<file path="src/rtl/text_console_writer.sv">
// Byte stream to 80x30 text-buffer cell writes.
// Cursor, CR/LF/BS/FF handling, edge wrap, line blanking.
module text_console_writer #(
  parameter int         COLUMNS     = 80,
  parameter int         LINES       = 30,
  parameter logic [7:0] BLANK_GLYPH = 8'h20
) (
  input  logic        Clk,
  input  logic        Reset,
  input  logic [7:0]  Data,
  input  logic [11:0] Data_Fg,
  input  logic [11:0] Data_Bg,
  input  logic        Valid,
  output logic        Ready,
  output logic [4:0]  Line,
  output logic [6:0]  Character,
  output logic [7:0]  Glyph,
  output logic [11:0] Foreground,
  output logic [11:0] Background,
  output logic        Latch
);

  typedef enum logic [1:0] {
    CLR_SCREEN,
    IDLE,
    WRITE,
    CLR_LINE
  } state_t;

  localparam logic [6:0] COL_LAST  = 7'(COLUMNS - 1);
  localparam logic [6:0] COL_END   = 7'(COLUMNS);
  localparam logic [4:0] LINE_LAST = 5'(LINES - 1);
  localparam logic [4:0] LINE_END  = 5'(LINES);

  state_t      state, state_nxt;
  logic [4:0]  cur_line;
  logic [6:0]  cur_col;
  logic [7:0]  byte_q;
  logic [11:0] fg_q, bg_q;
  logic [6:0]  scan_col;
  logic [4:0]  scan_line;

  logic        latch_nxt;
  logic [4:0]  line_nxt;
  logic [6:0]  char_nxt;
  logic [7:0]  glyph_nxt;
  logic [11:0] fg_nxt, bg_nxt;

  logic is_bs, is_lf, is_ff, is_cr;
  logic in_bs, in_ctl;
  logic line_done, screen_done;
  logic [4:0] line_inc;

  assign is_bs = (byte_q == 8'h08);
  assign is_lf = (byte_q == 8'h0A);
  assign is_ff = (byte_q == 8'h0C);
  assign is_cr = (byte_q == 8'h0D);

  assign in_bs  = (Data == 8'h08);
  assign in_ctl = (Data == 8'h0A) || (Data == 8'h0C) ||
                  (Data == 8'h0D);

  assign line_done   = (scan_col == COL_END);
  assign screen_done = (scan_line == LINE_END);
  assign line_inc    = (cur_line == LINE_LAST) ? 5'd0
                                               : cur_line + 5'd1;

  assign Ready = (state == IDLE);

  // State register.
  always_ff @(posedge Clk or posedge Reset) begin
    if (Reset) state <= CLR_SCREEN;
    else       state <= state_nxt;
  end

  // Next-state decode; the WRITE exit depends on the captured byte.
  always_comb begin
    state_nxt = state;
    unique case (state)
      CLR_SCREEN: if (screen_done) state_nxt = IDLE;
      IDLE:       if (Valid) state_nxt = WRITE;
      WRITE: begin
        unique case (1'b1)
          is_ff:   state_nxt = CLR_SCREEN;
          is_lf:   state_nxt = CLR_LINE;
          is_cr:   state_nxt = IDLE;
          is_bs:   state_nxt = IDLE;
          default: state_nxt = (cur_col == COL_LAST) ? CLR_LINE
                                                     : IDLE;
        endcase
      end
      CLR_LINE:   if (line_done) state_nxt = IDLE;
    endcase
  end

  // Cell write for the coming cycle; the accept edge emits the
  // character write so it is visible during WRITE.
  always_comb begin
    latch_nxt = 1'b0;
    line_nxt  = Line;
    char_nxt  = Character;
    glyph_nxt = Glyph;
    fg_nxt    = Foreground;
    bg_nxt    = Background;
    unique case (state)
      CLR_SCREEN: begin
        if (!screen_done) begin
          latch_nxt = 1'b1;
          line_nxt  = scan_line;
          char_nxt  = scan_col;
          glyph_nxt = BLANK_GLYPH;
          fg_nxt    = fg_q;
          bg_nxt    = bg_q;
        end
      end
      IDLE: begin
        if (Valid && in_bs && cur_col != 7'd0) begin
          latch_nxt = 1'b1;
          line_nxt  = cur_line;
          char_nxt  = cur_col - 7'd1;
          glyph_nxt = BLANK_GLYPH;
          fg_nxt    = Data_Fg;
          bg_nxt    = Data_Bg;
        end else if (Valid && !in_bs && !in_ctl) begin
          latch_nxt = 1'b1;
          line_nxt  = cur_line;
          char_nxt  = cur_col;
          glyph_nxt = Data;
          fg_nxt    = Data_Fg;
          bg_nxt    = Data_Bg;
        end
      end
      WRITE: latch_nxt = 1'b0;
      CLR_LINE: begin
        if (!line_done) begin
          latch_nxt = 1'b1;
          line_nxt  = cur_line;
          char_nxt  = scan_col;
          glyph_nxt = BLANK_GLYPH;
          fg_nxt    = fg_q;
          bg_nxt    = bg_q;
        end
      end
    endcase
  end

  // Registered cell-write outputs.
  always_ff @(posedge Clk or posedge Reset) begin
    if (Reset) begin
      Latch      <= 1'b0;
      Line       <= 5'd0;
      Character  <= 7'd0;
      Glyph      <= 8'd0;
      Foreground <= 12'd0;
      Background <= 12'd0;
    end else begin
      Latch      <= latch_nxt;
      Line       <= line_nxt;
      Character  <= char_nxt;
      Glyph      <= glyph_nxt;
      Foreground <= fg_nxt;
      Background <= bg_nxt;
    end
  end

  // Cursor, byte capture and clear scan counters.
  always_ff @(posedge Clk or posedge Reset) begin
    if (Reset) begin
      cur_line  <= 5'd0;
      cur_col   <= 7'd0;
      byte_q    <= 8'd0;
      fg_q      <= 12'd0;
      bg_q      <= 12'd0;
      scan_col  <= 7'd0;
      scan_line <= 5'd0;
    end else begin
      unique case (state)
        CLR_SCREEN: begin
          if (screen_done) begin
            cur_line <= 5'd0;
            cur_col  <= 7'd0;
          end else if (scan_col == COL_LAST) begin
            scan_col  <= 7'd0;
            scan_line <= scan_line + 5'd1;
          end else begin
            scan_col <= scan_col + 7'd1;
          end
        end
        IDLE: begin
          if (Valid) begin
            byte_q <= Data;
            fg_q   <= Data_Fg;
            bg_q   <= Data_Bg;
          end
        end
        WRITE: begin
          scan_col  <= 7'd0;
          scan_line <= 5'd0;
          unique case (1'b1)
            is_ff: ;
            is_cr: cur_col <= 7'd0;
            is_lf: begin
              cur_col  <= 7'd0;
              cur_line <= line_inc;
            end
            is_bs: begin
              if (cur_col != 7'd0) cur_col <= cur_col - 7'd1;
            end
            default: begin
              if (cur_col == COL_LAST) begin
                cur_col  <= 7'd0;
                cur_line <= line_inc;
              end else begin
                cur_col <= cur_col + 7'd1;
              end
            end
          endcase
        end
        CLR_LINE: begin
          if (!line_done) scan_col <= scan_col + 7'd1;
        end
      endcase
    end
  end

endmodule

</file>
<file path="config.mk">
export PLATFORM = sky130hd
export DESIGN_NAME = text_console_writer
export DESIGN_NICKNAME = d
export VERILOG_FILES = /design/src/rtl/text_console_writer.sv
export SDC_FILE = /design/constraint.sdc
export NUM_CORES = 1
export LEC_CHECK = 0
export CAP_MARGIN = 0
export CORE_ASPECT_RATIO = 1.2
export CORE_MARGIN = 3
export CORE_UTILIZATION = 48
export CTS_BUF_LIST = sky130_fd_sc_hd__clkbuf_16
export CTS_CLUSTER_DIAMETER = 150
export DETAILED_ROUTE_END_ITERATION = 10
export PLACE_DENSITY = 0.72
export RECOVER_POWER = 25
export REMOVE_ABC_BUFFERS = 1
export SLEW_MARGIN = 20
export SYNTH_ARGS = -nofsm -noshare
export SYNTH_HDL_FRONTEND = slang
export SYNTH_SLANG_ARGS = --single-unit
</file>
<file path="constraint.sdc">
create_clock -name Clk -period 9.05 [get_ports Clk]
set_input_delay 2.2625 -clock Clk [delete_from_list [all_inputs] [get_ports Clk]]
set_output_delay 2.2625 -clock Clk [all_outputs]
set_load 0.02 [all_outputs]
</file>
# [Word level (Yosys, flattened, before mapping)]
# Index checks and enable logic that the tools add are counted.
[classes] eq_ne=27 mul=0 bitwise=0 div=0 n_shift=0 magnitude_cmp=0 n_reduce_logical=23 mux=53 add_sub_neg=5
[ops] op="$mux W12" count=8
[ops] op="$pmux W12 S3" count=2
[ops] op="$mux W7" count=10
[ops] op="$eq A8 B4 Y1 const B" count=8
[ops] op="$pmux W7 S3" count=3
[ops] op="$mux W5" count=9
[ops] op="$mux W8" count=4
[ops] op="$pmux W5 S2" count=3
[ops] op="$pmux W8 S3" count=1
[ops] op="$eq A7 B7 Y1 const B" count=3
[ops] op="$ne A2 B2 Y1 const B" count=8
[ops] op="$pmux W5 S3" count=1
[ops] op="$add A7 B1 Y7 const B" count=2
[ops] op="$pmux W7 S2" count=1
[ops] op="$reduce_and A4 Y1" count=3
[ops] op="$add A5 B1 Y5 const B" count=2
[ops] op="$eq A5 B5 Y1 const B" count=2
[ops] op="$reduce_and A3 Y1" count=3
[ops] op="$mux W2" count=4
[ops] op="$pmux W2 S4" count=1
[ops] op="$reduce_bool A7 Y1" count=1
[ops] op="$sub A7 B1 Y7 const B" count=1
[ops] op="$ne A3 B3 Y1 const B" count=2
[ops] op="$pmux W2 S3" count=1
[ops] op="14 further kinds" count=25
[totals] output_inout_bits=46 in_bits=35 memories=0 word_cells=122 register_bits=103 latchBits=0 ram_bits=0 rom_bits=0

# [Logic depth before layout (Yosys ltp)]
# Gate-level depths: netlist of run 1.
[logic_depth] word_depth=8 ltp_mapped=10 mapped_depth_nobuf=7

# [Worst setup path after synthesis of run 1]
# No wires, ideal clock.
[synth_path] kind="in2reg" from="input port Data[4]" to="register Character[0]" path_stages=7 path_slack_ns=5.204 t_arrival_ns=3.719 setup_ns=0.128 n_path_buf=2 t_required_ns=8.922 path_cell_list="nor4_2 -> nand2_1 -> a211oi_4 -> a211o_1 -> buf_4 -> buf_6 -> mux2_1"
[synth_via] elab_chain_len=7 elab_cells_between_ends=16 cone_classes="eq/ne: 5; mux: 2; reduce/logical: 9"
[synth_rtl] item="start: declaration" line_no="10" source="input logic [7:0] Data,"
[synth_rtl] item="$eq A8 B4 Y1" line_no="60" source="assign in_ctl = (Data == 8'h0A) || (Data == 8'h0C) ||"
[synth_rtl] item="$logic_or A1 B1 Y1 (2 in a row)" line_no="60"
[synth_rtl] item="$logic_not A1 Y1" line_no="124" source="end else if (Valid && !in_bs && !in_ctl) begin"
[synth_rtl] item="$logic_and A1 B1 Y1" line_no="124"
[synth_rtl] item="$ne A3 B1 Y1 (no source line)"
[synth_rtl] item="$reduce_and A4 Y1 (no source line)"
[synth_rtl] item="end signal: assignment" line_no="159" source="Character <= char_nxt;"
[synth_rtl] item="end: declaration" line_no="16" source="output logic [6:0] Character,"
# Parallel ways exist; a longest one is shown, timed or not.
# A chain may end at the register's enable or synchronous reset.

# [Worst setup path after layout of run 1]
[layout_path] from="register state[0]" to="output port Ready"
[layout_via] elab_chain_len=1
[layout_rtl] item="start: declaration" line_no="35" source="state_t state, state_nxt;"
[layout_rtl] item="start signal: assignment" line_no="73" source="else state <= state_nxt;"
[layout_rtl] item="$eq A2 B1 Y1" line_no="68" source="assign Ready = (state == IDLE);"
[layout_rtl] item="end: declaration" line_no="14" source="output logic Ready,"
# Every way passes these cells.

==> results.yml, run 1 <==
synthesis:
  synthArstFlopShare_pct: 100
  ys_seq_area_share_pct: 47.7
  synth.ff_latch_count: 103
  yosysWarnings: 0
  synth_top_cells_by_area: "dfrtp_1 48%, mux2_2 7.3%, a221o_1 3.1%"
  synthCells: 509
  yosys.area.top_type: "dfrtp_1"
  netlist_area_mm2: 0.00541
  synthFlopType: "dfrtp_1"
  synth_top_area_share_pct: 47.7
  synth.most_common_cell: "dfrtp_1"
  synthTopCellsByCount: "103 x dfrtp_1, 37 x inv_1, 35 x mux2_2"
  synth_edf_count: 0
  ys_types: 73
  avgSynthCellArea_um2: 10.6
worst_setup_path:
  cp-start-kind: "flop"
  regToRegSetupSlack_ps: 5800
  rr_startpoint: "state[0]"
  max_stage_delay_ps: 880
  cp-startpoint: "state[0]"
  cpMaxStageDelayCell: "ha_1"
  path_class: "reg -> out"
  worstPathRequired_ps: 6790
  crit_family: "adder cells"
  cp.arrival_ps: 2530
  cp_max_fo: 28
  crit_chain: "ha_1, clkdlybuf4s50_1"
  end_kind: "output port"
  cp_num_buf_inv: 1
drt:
  wl_per_cell_um: 18.3
  vias: 4314
  drt-total-wl_um: 13000
  drt_iter0_drc: 279
  ant_nets: 0
  viasPerCell: 6.10
  drc: 0
  dr.pass1.iters: 5
sta:
  worstMarginPinSlew_ps: 1520
  fin_crit_ps: 4790
  rsz0062_at_grt: "no"
  finalClockSkew_ps: 11.3
  max_freq_mhz: 209
  setup_viol: 0
  min_period_over_period_pct: 52.9
  fin_tns_setup_ps: 0
  final-hold-violation-count: 0
  slew_viol_final: 36
  relSlewSlack_pct: -2.16
floorplanning:
  start_util_pct: 50.2
  num_rows: 41
  io_pins: 81
  dieArea_mm2: 0.0126
  die_w_um: 103
  core-area_mm2: 0.0108
  die_h_um: 122
clock_tree:
  cts-htree-levels: 3
  path_clk_slew_ps: 70
  clkSinkCount: 103
  clockRootBuffer: "clkbuf_16"
  cts-hold-fix-buffers: 0
  cts_buffers: 9
  insertion_delay_ps: 350
  cts_resized: 0
  cts_tree: "done"
  cts_setup_buffers: 0
  clk_path_buf_depth: 2
finish:
  antennaDiodeCount: 0
  fin_nets: 620
  fin_area_mm2: 0.00656
  drive_gt1_share_pct: 12.1
  syn_to_final_growth_pct: 21.2
min_path:
  min_from: "fg_q[6]"
  holdCritPathClass: "reg -> reg"
placement:
  place_hpwl_um: 8920
  placed_cell_area_mm2: 0.00626
  gp_congestion: 0.933
  io_buffers: 80
global_route:
  grt_pass1_wl_um: 21500
  first_global_vias: 4372
  grt_max_degree: 70
  grt_overflow: 0
  grt_usage_pct: 21.5
  antenna_found_initial: 0
status:
  status: "finished, violations left"
  violations: "max-capacitance violations, max-slew violations"
power_and_ir_drop:
  power_density_mw_per_mm2: 320
  total_power_w: 0.00210
  vdd_drop_max_uv: 167
  p_leak_nw: 2.84
flow_run:
  drv_cap: 1
placed cells by master (no fill, tap or decap), types with 9 or more instances in the layout:
cell	n
dfrtp_1	103
clkdlybuf4s50_1	76
inv_1	38
nand2_1	34
mux2_2	34
o21ai_0	30
and2_1	20
a221o_1	17
nand3_1	15
nor2_1	15
ha_1	12
nand4_1	10
a22o_1	10
mux2_1	9
clkbuf_16	9
stage by stage:
| stage | util (%) | cells | hold slack (ps) | setup slack, ps |
|---|---|---|---|---|
| global placement | 58.1 | 691 | 462 | 4080 |
| floorplan | - | 478 | 450 | 3950 |
| detailed placement | 58.1 | 691 | 470 | 4030 |
| global route | 60.8 | 707 | 498 | 4090 |
| CTS | 60.9 | 707 | 485 | 4250 |
| finish | 60.8 | 707 | 481 | 4260 |
final cells by class:
| cell class | count | area [um2] |
|---|---|---|
| clock inverter | 7 | 71.3 |
| inverter | 37 | 140 |
| sequential | 103 | 2580 |
| timing repair buffer | 84 | 831 |
| fill | 894 | 4220 |
| multi-input combinational | 338 | 2550 |
| clock buffer | 9 | 225 |
| tap | 129 | 161 |
state kept, by name (all words and copies together), names as in the netlist:
name	count
Background	12
Character	7
Foreground	12
Glyph	8
Latch	1
Line	5
bg_q	12
byte_q	8
cur_col	7
cur_line	5
fg_q	12
scan_col	7
scan_line	5
state	2
routing by layer:
layer / GRT usage, % / part of all wire (%)
met3: 4.49 / 5.0
met5: 0 / 0
met4: 6.72 / 2.0
met1: 28.6 / 43
met2: 35.1 / 50
path summary, 6_finish.rpt:
path,to,depth (start not counted)
max,Ready,2
min,fg_q[6],2
max reg2reg,Foreground[8],5
min reg2reg,fg_q[6],2
max in group asynchronous,cur_col[4],3
min in group asynchronous,Background[10],2
cells by family after synthesis:
family	share of synthesized area [%]
AOI/OAI and AO/OA	18.7
xor gates and xnor gates	0.648
adders and majority gates	2.78
buffers and inverters	5.30
DFF	47.7
muxes	9.51
and+or+nand+nor	15.4
power by group:
| group | total [W] | switching, W | internal [W] |
|---|---|---|---|
| sequential | 0.000754 | 0.000122 | 0.000632 |
| clock | 0.000392 | 0.000176 | 0.000216 |
| combinational | 0.000954 | 0.000505 | 0.000449 |
| total | 0.00210 | 0.000803 | 0.00130 |
tightest hold or removal path: stages (launching register included):
cell and delay, ps:
dfrtp_1 350, nand2_1 50, o21ai_0 60
Power figures use the tool's default switching activity.
==> run 2: changes to the inputs <==
--- a/config.mk
+++ b/config.mk
@@ -12,7 +12,7 @@
 export CTS_BUF_LIST = sky130_fd_sc_hd__clkbuf_16
 export CTS_CLUSTER_DIAMETER = 150
 export DETAILED_ROUTE_END_ITERATION = 10
-export PLACE_DENSITY = 0.72
+export PLACE_DENSITY = 0.75
 export RECOVER_POWER = 25
 export REMOVE_ABC_BUFFERS = 1
 export SLEW_MARGIN = 20
==> constraint.sdc (replaced) <==
create_clock -name Clk -period 4.3 [get_ports Clk]
set_input_delay 1.075 -clock Clk [delete_from_list [all_inputs] [get_ports Clk]]
set_output_delay 1.075 -clock Clk [all_outputs]
set_load 0.02 [all_outputs]
==> run 2 against run 1 <==
The run still ends with max-capacitance violations, max-slew violations left; first-iteration DRC count grew 14%; sequential cell count unchanged; clock-buffer cell count unchanged; worst setup slack got worse by 3600 ps; hold slack better by 3.1 ps; die area stayed put; total power is 120% higher; combinational power rose by 110%; via count barely moved; largest cell class unchanged.
==> results.yml, run 2 (synthesized netlist as in run 1, its figures left out) <==
worst_setup_path:
  cp-startpoint: "state[0]"
  cp.arrival_ps: 2520
  max_stage_delay_ps: 850
  cp_max_fo: 28
  worstPathRequired_ps: 3220
  end_kind: "output port"
  cpMaxStageDelayCell: "ha_1"
  path_class: "reg -> out"
  cp-start-kind: "flop"
  crit_chain: "ha_1, clkdlybuf4s50_1"
  rr_startpoint: "state[0]"
clock_tree:
  cts_tree: "done"
  clockRootBuffer: "clkbuf_16"
  cts-htree-levels: 3
  path_clk_slew_ps: 70
  insertion_delay_ps: 350
  cts-hold-fix-buffers: 0
  cts_buffers: 9
  cts_setup_buffers: 0
  cts_resized: 0
  clk_path_buf_depth: 2
  clkSinkCount: 103
placement:
  gp_congestion: 0.906
  placed_cell_area_mm2: 0.00629
  place_hpwl_um: 9190
  io_buffers: 80
drt:
  dr.pass1.iters: 5
  viasPerCell: 6.09
  ant_nets: 0
  drt-total-wl_um: 13100
  drc: 0
  drt_iter0_drc: 319
  wl_per_cell_um: 18.5
  vias: 4316
global_route:
  grt_max_degree: 58
  grt_pass1_wl_um: 21700
  antenna_found_initial: 0
  grt_usage_pct: 22.0
  grt_overflow: 0
  first_global_vias: 4349
status:
  status: "finished, violations left"
  violations: "max-capacitance violations, max-slew violations"
power_and_ir_drop:
  combPwrFrac_pct: 44.9
  power.switching_w: 0.00172
  p_sw_share_pct: 38.0
  pwr-share-seq_pct: 35.1
  vdd_drop_max_uv: 385
  p_int_w: 0.00281
  power_density_mw_per_mm2: 685
  p_leak_nw: 2.87
  power.share.clock_pct: 20.1
finish:
  antennaDiodeCount: 0
  fin_nets: 622
  layout_common_cells: "103 x dfrtp_1, 79 x clkdlybuf4s50_1, 37 x inv_1, 35 x mux2_2, 34 x nand2_1"
  fin_area_mm2: 0.00661
  drive_gt1_share_pct: 12.4
  fillers: 904
  syn_to_final_growth_pct: 22.3
  final_common_cell: "dfrtp_1"
sta:
  finalClockSkew_ps: 10.3
  relSlewSlack_pct: -46.7
  hold_ws_ps: 484
  max_freq_mhz: 279
  fin_crit_ps: 3590
  final-hold-violation-count: 0
  setup_viol: 0
  worstMarginPinSlew_ps: 2200
  min_period_over_period_pct: 83.5
  rsz0062_at_grt: "no"
  slew_viol_final: 57
flow_run:
  drv_cap: 1
floorplanning:
  core-area_mm2: 0.0108
  num_rows: 41
  die_h_um: 122
  io_pins: 81
  start_util_pct: 50.2
  die_w_um: 103
  dieArea_mm2: 0.0126
min_path:
  holdCritPathClass: "reg -> reg"
  min_from: "fg_q[11]"
## run 2: worst paths after layout
path | end | slack (ps) | cells past startpoint
setup / recovery | Ready | 710 | 2
hold / removal | fg_q[11] | 480 | 2
setup reg to reg | Foreground[11] | 1290 | 5
hold reg to reg | fg_q[11] | 480 | 2
max in group asynchronous | bg_q[7] | 1110 | 2
min in group asynchronous | fg_q[5] | 1900 | 2
## run 2: metal layers
layer / share of wire (%) / GRT usage, % / routed length (um)
met3: 6.1 / 4.66 / 798
met1: 43 / 29.3 / 5610
met5: 0 / 0 / 0
met4: 1.5 / 6.56 / 197
met2: 50 / 36.0 / 6520
## run 2: layout make-up
type                    count  area, um2  share of cell area, %
flip-flops and latches    103       2580                   39.0
multi-input cells         338       2550                   38.5
repair buffers             86        858                   13.0
clock buffers               9        225                   3.41
well taps                 129        161                   2.44
inverters                  37        139                   2.10
clock inverters             7        104                   1.57
## run 2: critical path, delay by kind of cell (launching register included)
family                     cells  cell delay (ps)
DFF                            1              550
buffers and inverters          1              770
adders and majority gates      1              850
## run 2: per-stage QoR
| step | setup TNS, ps | utilization [%] | cells | power [W] | worst slack (ps) |
|---|---|---|---|---|---|
| floorplan | -0.218 | - | 478 | 0.00285 | -0.0311 |
| global placement | 0 | 58.4 | 693 | 0.00357 | 811 |
| detailed placement | 0 | 58.4 | 693 | 0.00364 | 682 |
| CTS | 0 | 61.4 | 709 | 0.00456 | 727 |
| global route | 0 | 61.4 | 709 | 0.00482 | 569 |
| finish | 0 | 61.4 | 709 | 0.00453 | 709 |
## run 2: power by group through the flow
stage	sequential (W)	combinational, W	clock, W
floorplan	0.00173	0.00113	0
global placement	0.00158	0.00198	0
detailed placement	0.00159	0.00205	0
CTS	0.00159	0.00205	0.000920
global route	0.00164	0.00222	0.000955
finish	0.00159	0.00203	0.000908
==> run 3: changes to the inputs <==
--- a/config.mk
+++ b/config.mk
@@ -12,7 +12,7 @@
 export CTS_BUF_LIST = sky130_fd_sc_hd__clkbuf_16
 export CTS_CLUSTER_DIAMETER = 150
 export DETAILED_ROUTE_END_ITERATION = 10
-export PLACE_DENSITY = 0.75
+export PLACE_DENSITY = 0.72
 export RECOVER_POWER = 25
 export REMOVE_ABC_BUFFERS = 1
 export SLEW_MARGIN = 20
==> constraint.sdc (replaced) <==
create_clock -name Clk -period 3.5 [get_ports Clk]
set_input_delay 0.875 -clock Clk [delete_from_list [all_inputs] [get_ports Clk]]
set_output_delay 0.875 -clock Clk [all_outputs]
set_load 0.02 [all_outputs]
==> run 3 against run 2 <==
Largest power group unchanged; clock power grew 5.6%; critical endpoint unchanged; core utilization grew 0.19 points; worst setup slack lost 77 ps; sequential power grew 23%; the flow still finishes with violations (max-capacitance violations, max-slew violations); sequential cell count is the same.
==> results.yml, run 3 (synthesized netlist as in run 1, its figures left out) <==
status:
  status: "finished, violations left"
  violations: "max-capacitance violations, max-slew violations"
placement:
  place_hpwl_um: 9330
  gp_congestion: 0.852
  placed_cell_area_mm2: 0.00635
  io_buffers: 80
floorplanning:
  start_util_pct: 50.2
  core-area_mm2: 0.0108
  die_w_um: 103
  die_h_um: 122
  num_rows: 41
  dieArea_mm2: 0.0126
  io_pins: 81
clock_tree:
  path_clk_slew_ps: 70
  clockRootBuffer: "clkbuf_16"
  cts_resized: 0
  cts_setup_buffers: 0
  cts-hold-fix-buffers: 0
  cts-htree-levels: 3
  clk_path_buf_depth: 2
  clkSinkCount: 103
  cts_buffers: 9
  insertion_delay_ps: 350
  cts_tree: "done"
global_route:
  grt_max_degree: 50
  grt_usage_pct: 21.9
  grt_overflow: 0
  first_global_vias: 4431
  antenna_found_initial: 0
  grt_pass1_wl_um: 21800
worst_setup_path:
  cp_max_fo: 10
  reg2reg_to: "cur_col[0]"
  crit_family: "buffers and inverters"
  max_stage_delay_ps: 680
  cp-start-kind: "flop"
  cp.arrival_ps: 1990
  cp_num_buf_inv: 1
  crit_chain: "ha_1, clkdlybuf4s50_1"
  regToRegSetupSlack_ps: 660
  worstPathRequired_ps: 2620
  path_class: "reg -> out"
  end_kind: "output port"
  r2r_cells: 7
  cpMaxStageDelayCell: "clkdlybuf4s50_1"
  rr_startpoint: "state[0]"
min_path:
  min_from: "bg_q[11]"
  whs_path_depth: 2
  holdCritPathClass: "reg -> reg"
  holdPathEnd: "bg_q[11]"
drt:
  ant_nets: 0
  drt_iter0_drc: 247
  dr.pass1.iters: 4
  wl_per_cell_um: 18.0
  drc: 0
  viasPerCell: 6.02
  drt-total-wl_um: 12900
  vias: 4324
sta:
  rsz0062_at_grt: "no"
  min_period_over_period_pct: 81.9
  finalClockSkew_ps: 10.6
  max_freq_mhz: 349
  hold_ws_ps: 484
  final-hold-violation-count: 0
  slew_viol_final: 49
  relSlewSlack_pct: -27.9
  fin_crit_ps: 2870
  setup_viol: 0
  worstMarginPinSlew_ps: 1920
finish:
  fin_area_mm2: 0.00663
  final_util_pct: 61.6
  drive_gt1_share_pct: 13.9
  syn_to_final_growth_pct: 22.7
  antennaDiodeCount: 0
  layout_common_cells: "103 x dfrtp_1, 79 x clkdlybuf4s50_1, 38 x inv_1, 35 x mux2_2, 34 x nand2_1"
  fin_nets: 631
  final_common_cell: "dfrtp_1"
power_and_ir_drop:
  p_leak_nw: 2.89
  vdd_drop_max_uv: 411
  power_density_mw_per_mm2: 821
flow_run:
  drv_cap: 1
## run 3: how the worst max path moves through the flow
stage / start / to / slack (ps) / cells past startpoint
floorplan: state[0] / Background[11] / -800 / 4
global placement: Data[2] / Foreground[9] / 370 / 6
detailed placement: Data[2] / Background[8] / 290 / 6
CTS: state[0] / Ready / 630 / 2
global route: Reset / cur_line[2] / 380 / 3
finish: state[0] / Ready / 630 / 2
## run 3: area by class of cell
cell class,count,area (um2)
Fill cell,910,4140
Sequential cell,103,2580
Multi-Input combinational cell,338,2550
Timing Repair Buffer,95,926
Clock buffer,9,225
Tap cell,129,161
Inverter,37,139
Clock inverter,7,55.1
## run 3: stage by stage
step,TNS [ps],worst slack [ps],power (W),instances
after global placement,0,368,0.00442,702
final,0,632,0.00545,718
after floorplan,-30850,-800,0.00351,478
after global routing,0,382,0.00581,718
after CTS,0,631,0.00549,718
after detailed placement,0,295,0.00451,702
## run 3: per-layer routing
| layer | vias up | wire [um] | GRT usage (%) |
|---|---|---|---|
| met1 | 2140 | 5630 | 28.6 |
| met5 | - | 0 | 0 |
| met4 | 0 | 222 | 7.04 |
| met3 | 18 | 634 | 5.12 |
| met2 | 130 | 6410 | 35.9 |
| li1 | 2036 | - | - |
## run 3: tightest hold or removal path, stage by stage (launching register included)
cell	delay, ps
dfrtp_1	340
nand2_1	50
o21ai_0	60
## run 3: where the power goes
part           total, W  internal [W]  switching [W]  leakage (nW)
Sequential      0.00195       0.00163       0.000319          1.30
Combinational   0.00253       0.00122        0.00132          1.44
Clock          0.000959      0.000492       0.000467         0.143
